**src/rtl/cordic_pkg.sv**
```systemverilog
// Shared CORDIC constants and the default-width payload carried between pipeline stages.
package cordic_pkg;

    localparam int          DATA_W        = 32;
    localparam int          TAG_W_DEF     = 8;
    localparam int          Q_FRAC        = 30;
    localparam logic [31:0] ANGLE_HALF_PI = 32'h4000_0000;
    localparam logic [31:0] ANGLE_PI      = 32'h8000_0000;
    localparam logic [31:0] CORDIC_K_INV  = 32'h26DD_3B6A;

    typedef struct packed {
        logic [DATA_W-1:0]    x;
        logic [DATA_W-1:0]    y;
        logic [DATA_W-1:0]    theta;
        logic [1:0]           quad;
        logic [TAG_W_DEF-1:0] tag;
    } cordic_payload_t;

endpackage

```
**src/rtl/cordic_skid_buffer.sv**
```systemverilog
// Two-entry register slice: output register plus one skid entry; in_ready is purely registered.
// Latency 1 cycle; absorbs one extra sample when the output stalls, no bubbles at full rate.
module cordic_skid_buffer #(
    parameter int PW = 8
) (
    input  logic          clk,
    input  logic          rst,
    input  logic          in_valid,
    output logic          in_ready,
    input  logic [PW-1:0] in_data,
    output logic          out_valid,
    input  logic          out_ready,
    output logic [PW-1:0] out_data,
    output logic [1:0]    occupancy
);

    logic          skid_valid;
    logic [PW-1:0] skid_data;
    logic          in_xfer;
    logic          out_free;

    assign in_ready  = !rst && !skid_valid;
    assign in_xfer   = in_valid && in_ready;
    assign out_free  = !out_valid || out_ready;
    assign occupancy = {1'b0, out_valid} + {1'b0, skid_valid};

    always_ff @(posedge clk) begin
        if (rst) begin
            out_valid  <= 1'b0;
            out_data   <= '0;
            skid_valid <= 1'b0;
            skid_data  <= '0;
        end else if (out_free) begin
            // Skid entry is older than anything on the input, and in_ready is low while it is held.
            if (skid_valid) begin
                out_data   <= skid_data;
                out_valid  <= 1'b1;
                skid_valid <= 1'b0;
            end else if (in_xfer) begin
                out_data  <= in_data;
                out_valid <= 1'b1;
            end else begin
                out_valid <= 1'b0;
            end
        end else if (in_xfer) begin
            skid_data  <= in_data;
            skid_valid <= 1'b1;
        end
    end

endmodule

```
**src/rtl/cordic_quadrant_map.sv**
```systemverilog
// Folds a full-circle angle into +-pi/2 and emits the gain-compensated start vector and residual angle.
// Latency 1 cycle; 2-entry skid buffer keeps 1 result/cycle and stalls without bubbles.
module cordic_quadrant_map
    import cordic_pkg::*;
#(
    parameter int               WIDTH  = 32,
    parameter int               TAG_W  = 8,
    parameter logic [WIDTH-1:0] K_INIT = WIDTH'(CORDIC_K_INV)
) (
    input  logic             clk,
    input  logic             rst,
    input  logic             in_valid,
    output logic             in_ready,
    input  logic [WIDTH-1:0] in_theta,
    input  logic [TAG_W-1:0] in_tag,
    output logic             out_valid,
    input  logic             out_ready,
    output logic [WIDTH-1:0] out_x,
    output logic [WIDTH-1:0] out_y,
    output logic [WIDTH-1:0] out_theta,
    output logic [1:0]       out_quad,
    output logic [TAG_W-1:0] out_tag,
    output logic [1:0]       occupancy
);

    localparam logic [WIDTH-1:0] QUARTER_TURN = {2'b01, {(WIDTH-2){1'b0}}};
    localparam int               PW           = 3 * WIDTH + 2 + TAG_W;

    typedef struct packed {
        logic [WIDTH-1:0] x;
        logic [WIDTH-1:0] y;
        logic [WIDTH-1:0] theta;
        logic [1:0]       quad;
        logic [TAG_W-1:0] tag;
    } payload_t;

    payload_t mapped;
    payload_t held;

    always_comb begin
        mapped       = '0;
        mapped.quad  = in_theta[WIDTH-1 -: 2];
        mapped.tag   = in_tag;
        mapped.theta = in_theta;
        mapped.x     = K_INIT;
        unique case (mapped.quad)
            2'b01: begin
                mapped.x     = '0;
                mapped.y     = K_INIT;
                mapped.theta = in_theta - QUARTER_TURN;
            end
            2'b10: begin
                mapped.x     = '0;
                mapped.y     = -K_INIT;
                mapped.theta = in_theta + QUARTER_TURN;
            end
            default: ;
        endcase
    end

    cordic_skid_buffer #(
        .PW(PW)
    ) u_skid (
        .clk       (clk),
        .rst       (rst),
        .in_valid  (in_valid),
        .in_ready  (in_ready),
        .in_data   (mapped),
        .out_valid (out_valid),
        .out_ready (out_ready),
        .out_data  (held),
        .occupancy (occupancy)
    );

    assign out_x     = held.x;
    assign out_y     = held.y;
    assign out_theta = held.theta;
    assign out_quad  = held.quad;
    assign out_tag   = held.tag;

endmodule

```
**config.mk**
```make
export PLATFORM = sky130hd
export DESIGN_NAME = cordic_quadrant_map
export DESIGN_NICKNAME = d
export VERILOG_FILES = /design/src/rtl/cordic_pkg.sv /design/src/rtl/cordic_skid_buffer.sv /design/src/rtl/cordic_quadrant_map.sv
export SDC_FILE = /design/constraint.sdc
export NUM_CORES = 1
export LEC_CHECK = 0
export ABC_CLOCK_PERIOD_IN_PS = 3800
export BUFFER_PORTS_ARGS = -buffer_cell sky130_fd_sc_hd__buf_2
export CORE_MARGIN = 2
export CORE_UTILIZATION = 45
export DETAILED_ROUTE_END_ITERATION = 10
export HOLD_SLACK_MARGIN = 0.08
export PLACE_DENSITY_LB_ADDON = 0.25
export SLEW_MARGIN = 20
export SYNTH_ARGS = -nofsm -noshare
export SYNTH_HDL_FRONTEND = slang
export SYNTH_SLANG_ARGS = --single-unit
```
**constraint.sdc**
```tcl
create_clock -name clk -period 3.8 [get_ports clk]
set_clock_uncertainty 0.2 [all_clocks]
set_input_delay 0.57 -clock clk [delete_from_list [all_inputs] [get_ports clk]]
set_output_delay 0.57 -clock clk [all_outputs]
set_load 0.01 [all_outputs]
```
==> results of run 1 <==
Yosys cell counts (all sizes together), types with 2 or more instances:
master / n / area share
mux2i: 45 / 0.11
mux2: 4 / 0.011
clkbuf: 16 / 0.014
nor2b: 2 / 0.0030
a21oi: 50 / 0.062
nor2: 48 / 0.043
buf: 78 / 0.13
nand2: 90 / 0.080
a211oi: 43 / 0.077
dfxtp: 94 / 0.45
nand2b: 2 / 0.0048
inv: 4 / 0.0036
ha: 3 / 0.0089
worst paths after layout:
path,to,startpoint,cells past startpoint
hold reg to reg,u_skid.skid_data[26]$_SDFFE_PP0P_,u_skid.skid_data[26]$_SDFFE_PP0P_,2
setup / recovery,occupancy[0],u_skid.skid_valid$_SDFFE_PP0P_,3
setup reg to reg,u_skid.skid_data[43]$_SDFFE_PP0P_,u_skid.out_valid$_SDFFE_PP0P_,4
hold / removal,u_skid.out_valid$_SDFFE_PP0P_,rst,2
worst max-delay path, stage by stage (launching register included):
cell	delay, ps
dfxtp_2	350
buf_4	600
ha_1	360
buf_2	140
stage by stage:
step,util,hold WS (ps)
2_1_floorplan,-,234
3_3_place_gp,0.497,240
3_5_place_dp,0.497,247
4_1_cts,0.520,222
5_1_grt,0.520,218
6_report,0.520,229
layer usage:
metal / vias to the layer above / share of wire / global-route usage
met5: - / 0 / 0
met4: 0 / 0.0059 / 0.0421
met3: 4 / 0.062 / 0.0513
met2: 69 / 0.48 / 0.284
met1: 1422 / 0.45 / 0.202
li1: 1704 / - / -
cell type report:
type | instances | area share
clock inverter | 6 | 0.0181
inverter | 4 | 0.00315
clock buffer | 10 | 0.0268
timing repair buffer | 143 | 0.159
multi-input combinational | 306 | 0.368
tap | 111 | 0.0292
sequential | 94 | 0.396
where the power goes:
part	total (mW)	internal [mW]	leakage, nW	switching, mW
Clock	0.709	0.370	0.106	0.339
Combinational	0.297	0.126	1.13	0.171
Sequential	1.06	1.03	0.768	0.0282
logic make-up after synthesis:
| logic type | Yosys count |
|---|---|
| buffers and inverters | 98 |
| other | 1 |
| AOI/OAI and AO/OA | 93 |
| muxes | 49 |
| and+or+nand+nor | 146 |
| adders and majority gates | 3 |
| DFF | 94 |
flip-flops by register name, indices dropped and copies added (netlist names):
register           count
u_skid.out_data       46
u_skid.skid_data      46
u_skid.skid_valid      1
u_skid.out_valid       1
==> reports/results.txt, run 1 <==
# diodes -> 0
Sequential share of the synthesized area -> 0.447
Reg2reg setup slack -> 1670 ps
Fraction of layout cells with a size suffix above 1 -> 0.297
CP arrival -> 1800 ps
CTS Sinks -> 94
Via count -> 3199
Compound-cell area share of the yosys netlist -> 0.139
Overall Power -> 2.06 mW
Vias in the first global route -> 2923
Routed Antenna Nets -> 0
First-pass GRT wire length -> 13.6 mm
RSZ-0062 raised after global routing -> false
Most common cell after layout, fill and taps aside -> buf_2
Max Buffers Root-to-Sink -> 2
Pleak -> 2.00 nW
Starting Density -> 0.460
HPWL after DPL -> 5.68 mm
Adder-cell share of the synthesized area -> 0.00891
Max Clk Rate -> 389 MHz
Xor/xnor cell area share of the yosys netlist -> 0
CP Class -> flop to output port
Dpl cells -> 658
Hold Crit Class -> primary input to flop
Syn. warnings -> 0
Die width -> 101 um
Post-CTS Setup Repair Bufs -> 0
Die area -> 10200 um^2
Worst vdd ir -> 0.232 mV
Pin count of the biggest net entering global routing -> 92
Max transition margin -> 0.396
CTS Hold Bufs -> 0
Slew @ Worst Pin -> 906 ps
DRT iter0 DRCs -> 69
Initial antenna violation count -> 0
Rows -> 35
Pre-CTS setup slack -> 1360 ps
Total Wirelength -> 8.43 mm
Avg Synthesized Cell Area -> 8.70 um^2
Hold Vio Cnt, Final -> 0
Global-route usage over all layers -> 0.166
Clk root buf -> clkbuf_8
Worst-Skew Late Latency -> 340 ps
FFs w/ async S/R, synth -> 0
Die Span Y -> 101 um
NumNets Final -> 605
Setup TNS -> 0 ps
Final WS setup -> 1230 ps
FF/Latch Area -> 1880 um^2
Layout fillers -> 898
CTS buffer count -> 9
PwrDens -> 434 nW/um^2
Largest family of logic cells by synthesized area -> buffers and inverters
CP max FO -> 47
EDFF count, synth -> 0
CP required -> 3030 ps
Design area -> 4760 um^2
Post-synthesis cell type count -> 22
Placed cell areas -> 4550 um^2
Area Overhead vs Synth -> 13.0%
RD Place Congestion -> 0.733
Mux contribution to synthesized area -> 0.118
# H-tree levels -> 3
Slew Limit Fails -> 0
Mapped cell area -> 4210 um^2
Wirelength per Cell -> 12.5 um
DRT Pass-1 Iters -> 4
Io pins -> 154
Core Region -> 9150 um^2
PortBufs -> 138
Post-synth top flop -> dfxtp_1
Final setup viols -> 0
TritonCTS clock tree -> built
Yosys reg bits -> 94
Area of the multi-input gates -> 1750 um^2
Tcrit/Tclk final -> 0.677
Via/cell ratio -> 4.75
Status -> complete, no violations
Post-cts repair resize count -> 0
# Max-Cap Violations -> 0
Post-Synth Simple-Gate Area -> 0.137
Layout Cells excl Fill -> 674
Min Tclk post-route -> 2570 ps
Synth Instances -> 484
Grt total ovfl -> 0
DRC -> 0
Most frequent cells in the layout -> 137 x buf_2, 93 x dfxtp_1, 90 x nand2_1, 49 x a21oi_1, 48 x nor2_1
Crit end category -> output port
Setup crit start kind -> flop
Clock Pin Slew Worst Setup and Hold Paths -> 80 ps
Power figures use the tool's default switching activity.
==> inputs of run 2 (changes only) <==
Settings changed: ABC_AREA set to 1, ABC_CLOCK_PERIOD_IN_PS 3800 to 2400.
Clock period 3.8 ns to 2.4 ns, I/O delays scaled along.
==> reports/results.txt, run 2 <==
Grt total ovfl -> 0
Final setup viols -> 0
Placed cell areas -> 5040 um^2
Pin count of the biggest net entering global routing -> 92
Layout Cells excl Fill -> 929
Syn. warnings -> 0
Dpl cells -> 884
Most frequent cells in the layout -> 186 x nor2_1, 148 x nand2_1, 138 x buf_2, 93 x dfxtp_1, 44 x nand3_1
Sequential share of the synthesized area -> 0.400
Mapped cell area -> 4710 um^2
Status -> complete, no violations
Wirelength per Cell -> 11.6 um
Post-CTS Setup Repair Bufs -> 0
Via/cell ratio -> 4.60
Setup crit start kind -> primary input
Worst vdd ir -> 0.304 mV
CP Class -> primary input to flop
Crit end category -> flop
RD Place Congestion -> 0.774
EDFF count, synth -> 0
RSZ-0062 raised after global routing -> false
First-pass GRT wire length -> 17.7 mm
Avg Synthesized Cell Area -> 6.86 um^2
CP required -> 2500 ps
Synth area leaders -> dfxtp_1 40%, nor2_1 15%, nand2_1 12%
Clock Pin Slew Worst Setup and Hold Paths -> 80 ps
Starting Density -> 0.460
# Max-Cap Violations -> 0
DRC -> 0
Logic pwr share -> 0.161
Die Span Y -> 106 um
Max transition margin -> 0.323
CTS buffer count -> 9
Core Region -> 10200 um^2
Rows -> 37
Hold Crit Class -> primary input to flop
Yosys reg bits -> 94
Hold Vio Cnt, Final -> 0
NumNets Final -> 835
Min Tclk post-route -> 2120 ps
TritonCTS clock tree -> built
Count leader, synth -> nor2_1
Max Buffers Root-to-Sink -> 2
PwrDens -> 617 nW/um^2
Synth Instances -> 686
Reg2Reg Capture Point -> u_skid.skid_data[24]$_SDFFE_PP0P_
Slew Limit Fails -> 0
CP arrival -> 2210 ps
R2R depth -> 6
Sw Share -> 0.267
Post-synth top cells -> 186 x nor2_1, 148 x nand2_1, 94 x dfxtp_1
Die width -> 106 um
Area Overhead vs Synth -> 18.2%
PortBufs -> 138
Tcrit/Tclk final -> 0.882
HPWL after DPL -> 7.01 mm
Post-synth top area cell -> dfxtp_1
Reg2reg setup slack -> 430 ps
Routed Antenna Nets -> 0
# diodes -> 0
Critical path endpoint -> u_skid.out_data[8]$_SDFFE_PP0P_
Pleak -> 2.70 nW
Synth top area share -> 0.400
Setup TNS -> 0 ps
Vias in the first global route -> 3809
Reg2Reg Launch Point -> u_skid.skid_valid$_SDFFE_PP0P_
Psw -> 0.915 mW
Io pins -> 154
Pre-CTS setup slack -> 432 ps
Initial antenna violation count -> 0
Biggest regs -> u_skid.out_data: 46 flops, u_skid.skid_data: 46 flops
Overall Power -> 3.43 mW
Clock power frac -> 0.351
Slew @ Worst Pin -> 1010 ps
Final WS setup -> 283 ps
Post-synthesis cell type count -> 23
Global-route usage over all layers -> 0.192
Clk root buf -> clkbuf_8
Die area -> 11300 um^2
FFs w/ async S/R, synth -> 0
Post-synth top flop -> dfxtp_1
CP max FO -> 44
Internal -> 2.51 mW
# H-tree levels -> 3
Design area -> 5560 um^2
Critical path startpoint -> rst
Worst-Skew Late Latency -> 360 ps
DRT Pass-1 Iters -> 4
Via count -> 4272
Reg power frac -> 0.489
Fraction of layout cells with a size suffix above 1 -> 0.222
Max Clk Rate -> 472 MHz
Total Wirelength -> 10.8 mm
Most common cell after layout, fill and taps aside -> nor2_1
DRT iter0 DRCs -> 193
CTS Sinks -> 94
==> run 2: cell count changes in the layout (fill, tap and decap cells not counted), sizes merged, moves of 9 or more <==
| cell | change |
|---|---|
| o21ai | +45 |
| nor2 | +141 |
| a21oi | -47 |
| and2 | +40 |
| a211oi | -43 |
| mux2i | -45 |
| inv | +9 |
| nand2 | +58 |
| dlygate4sd3 | +29 |
| nand3 | +44 |
==> run 2: worst min-delay path by stage <==
stage / from / endpoint / depth (start not counted)
3_3_place_gp: u_skid.skid_data[100]$_SDFFE_PP0P_ / u_skid.skid_data[100]$_SDFFE_PP0P_ / 2
3_5_place_dp: u_skid.skid_data[43]$_SDFFE_PP0P_ / u_skid.skid_data[43]$_SDFFE_PP0P_ / 2
4_1_cts: in_tag[7] / u_skid.skid_data[7]$_SDFFE_PP0P_ / 3
2_1_floorplan: rst / u_skid.out_valid$_SDFFE_PP0P_ / 1
6_report: in_theta[20] / u_skid.skid_data[30]$_SDFFE_PP0P_ / 3
5_1_grt: in_tag[1] / u_skid.skid_data[1]$_SDFFE_PP0P_ / 3
==> run 2: cell type report <==
type / count / area [um^2]
Inverter: 14 / 52.6
Fill cell: 1019 / 4670
Tap cell: 136 / 170
Timing Repair Buffer: 178 / 1080
Multi-Input combinational cell: 491 / 2150
Clock buffer: 11 / 151
Clock inverter: 5 / 81.3
Sequential cell: 94 / 1880
==> run 2: power groups by stage <==
stage               clock network (mW)  logic, mW  registers [mW]
finish                            1.20      0.551            1.68
CTS                               1.23      0.557            1.68
floorplan                            0      0.381            1.74
global placement                     0      0.512            1.71
detailed placement                   0      0.519            1.71
global route                      1.28      0.621            1.69
==> run 2: worst max-delay path, stage by stage <==
cell	delay [ps]
dlygate4sd3_1	520
buf_2	180
inv_2	90
a21oi_4	60
nor2_4	770
nor2_1	80
nor2_1	140
==> run 2: repair_timing <==
item | 4_1_cts | 5_1_grt
resized for setup | 0 | 0
hold endpoints to repair | 29 | 0
hold buffers | 29 | 0
==> run 2: through the flow <==
step                      hold slack [ps]  utilization
after detailed placement              259        0.493
final                                86.6        0.544
after global routing                 93.8        0.544
after global placement                257        0.493
after CTS                            81.6        0.544
after floorplan                       229            -
==> run 2: routing by layer <==
layer,vias up,part of all wire,global-route usage
met3,15,0.053,0.0399
met5,-,0,0
met4,0,0.019,0.0686
met1,1904,0.46,0.238
li1,2240,-,-
met2,113,0.47,0.330
==> run 2: kinds of logic after synthesis <==
logic type / after synthesis / synth area share
other: 1 / 0.000797
adder cells (fa/ha/maj): 3 / 0.00798
buffers and inverters: 115 / 0.155
AND/OR/NAND/NOR: 425 / 0.381
AO/OA/AOI/OAI: 48 / 0.0558
flip-flops: 94 / 0.400
==> inputs of run 3 (changes only) <==
Settings changed: SYNTH_HIERARCHICAL set to 1.
==> reports/results.txt, run 3 <==
Status -> complete, no violations
DRT iter0 DRCs -> 616
First-pass GRT wire length -> 38.6 mm
Die Span Y -> 155 um
Critical path, cell by cell -> dlygate4sd3_1 > buf_2 > inv_6 > a21oi_2 > nor2_4 > buf_12 > nor2_1 > nor2_1
Clk root buf -> clkbuf_16
Rows -> 55
Max transition margin -> 0.309
Pre-CTS setup slack -> 111 ps
Most common cell after layout, fill and taps aside -> nor2_1
Synth Instances -> 1721
Final WS setup -> 287 ps
Avg Synthesized Cell Area -> 5.94 um^2
PortBufs -> 153
Biggest regs -> u_skid/out_data: 106 flops, u_skid/skid_data: 106 flops
CP arrival -> 2360 ps
Buf/Inv on CP -> 4
CTS Sinks -> 214
Via/cell ratio -> 4.50
DRT Pass-1 Iters -> 5
EDFF count, synth -> 0
Sequential share of the synthesized area -> 0.419
Dpl cells -> 2079
DRC -> 0
Slew @ Worst Pin -> 1040 ps
Hold Vio Cnt, Final -> 0
RD Place Congestion -> 0.766
Vias in the first global route -> 8615
Worst-Skew Late Latency -> 510 ps
Hold Crit Class -> flop to flop
Grt total ovfl -> 0
Tcrit/Tclk final -> 0.881
Area Overhead vs Synth -> 20.6%
CP max FO -> 69
# diodes -> 0
Setup TNS -> 0 ps
Crit path max-delay family -> buffers and inverters
Pleak -> 6.86 nW
Slew Limit Fails -> 0
Initial antenna violation count -> 0
Clock Pin Slew Worst Setup and Hold Paths -> 60 ps
FFs w/ async S/R, synth -> 0
Fraction of layout cells with a size suffix above 1 -> 0.111
Post-synth top area cell -> dfxtp_1
Crit-path slowest cell -> dlygate4sd3_1
Most frequent cells in the layout -> 636 x nor2_1, 429 x nand2_1, 217 x inv_1, 213 x dfxtp_1, 153 x buf_2
Layout Cells excl Fill -> 2166
Most frequent CP cell -> nor2_1
CP Class -> primary input to flop
RSZ-0062 raised after global routing -> false
Min Tclk post-route -> 2110 ps
Overall Power -> 8.46 mW
PwrDens -> 685 nW/um^2
Worst vdd ir -> 0.382 mV
Placed cell areas -> 11100 um^2
WHS -> 272 ps
Final setup viols -> 0
Pin count of the biggest net entering global routing -> 213
Post-synth top cells -> 636 x nor2_1, 430 x nand2_1, 217 x inv_1
Mapped cell area -> 10200 um^2
Post-synthesis cell type count -> 19
Crit end category -> flop
Setup crit start kind -> primary input
TritonCTS clock tree -> built
Via count -> 9749
Wirelength per Cell -> 10.7 um
Total Wirelength -> 23.1 mm
Count leader, synth -> nor2_1
Die area -> 24000 um^2
Yosys reg bits -> 214
Worst path max stage delay -> 520 ps
Die width -> 155 um
CP required -> 2640 ps
# H-tree levels -> 1
Final Util -> 0.548
HPWL after DPL -> 12.5 mm
# Max-Cap Violations -> 0
Syn. warnings -> 6
Io pins -> 154
Post-cts repair resize count -> 0
Starting Density -> 0.455
Post-synth top flop -> dfxtp_1
Post-CTS Setup Repair Bufs -> 0
Core Region -> 22500 um^2
Synth area leaders -> dfxtp_1 42%, nor2_1 23%, nand2_1 16%
Routed Antenna Nets -> 0
Design area -> 12300 um^2
Max Clk Rate -> 473 MHz
NumNets Final -> 1911
Max Buffers Root-to-Sink -> 3
Synth top area share -> 0.419
CTS buffer count -> 24
Global-route usage over all layers -> 0.188
[run 3: cell types whose count changed after synthesis, sizes merged, moves of 11 or more]
cell / previous run / this run
inv: 14 / 219
nand2: 148 / 431
nor2: 189 / 639
buf: 90 / 79
and2: 41 / 0
dfxtp: 94 / 214
nand3: 45 / 106
o21ai: 45 / 0
clkbuf: 11 / 25
[run 3: cell families after synthesis]
| family | after synthesis | synth area share |
|---|---|---|
| other cells | 1 | 0.000367 |
| flops | 214 | 0.419 |
| fa+ha+maj | 3 | 0.00367 |
| compound gates | 3 | 0.00245 |
| simple gates | 1177 | 0.446 |
| buf+inv | 323 | 0.128 |
[run 3: final timing paths]
kind,start,to,slack (ps),cells after the start
setup / recovery,rst,u_skid/out_data[11]$_SDFFE_PP0P_,290,8
hold / removal,u_skid/out_data[49]$_SDFFE_PP0P_,u_skid/out_data[49]$_SDFFE_PP0P_,270,2
setup reg to reg,u_skid/skid_valid$_SDFFE_PP0P_,u_skid/out_data[57]$_SDFFE_PP0P_,410,7
hold reg to reg,u_skid/out_data[49]$_SDFFE_PP0P_,u_skid/out_data[49]$_SDFFE_PP0P_,270,2
[run 3: where the power goes]
part | switching, mW | internal [mW]
Combinational | 0.618 | 0.403
Clock | 1.43 | 2.22
Sequential | 0.0809 | 3.71
Total | 2.12 | 6.33
[run 3: layout make-up]
cell class	count	area (um^2)
Multi-Input combinational cell	1199	4710
Clock inverter	6	83.8
Fill cell	2263	10200
Tap cell	285	357
Clock buffer	37	701
Inverter	219	827
Timing Repair Buffer	206	1370
Sequential cell	214	4290
[run 3: repair_timing]
action	CTS	global route
hold buffers	43	0
hold endpoints to repair	53	0
endpoints found under the setup margin	0	69
[run 3: metal layers]
metal  GRT usage  wire, um
met5           0         0
met4      0.0586       515
met3      0.0336      1200
met2       0.321     10400
met1       0.241     11000
[run 3: worst reg2reg max path, stage by stage (launching register included)]
cell and delay, ps:
dfxtp_4 390, buf_12 500, nand2_1 400, inv_1 80, nor2_1 40, nand3_1 70, nand2_1 90, nor2_1 140
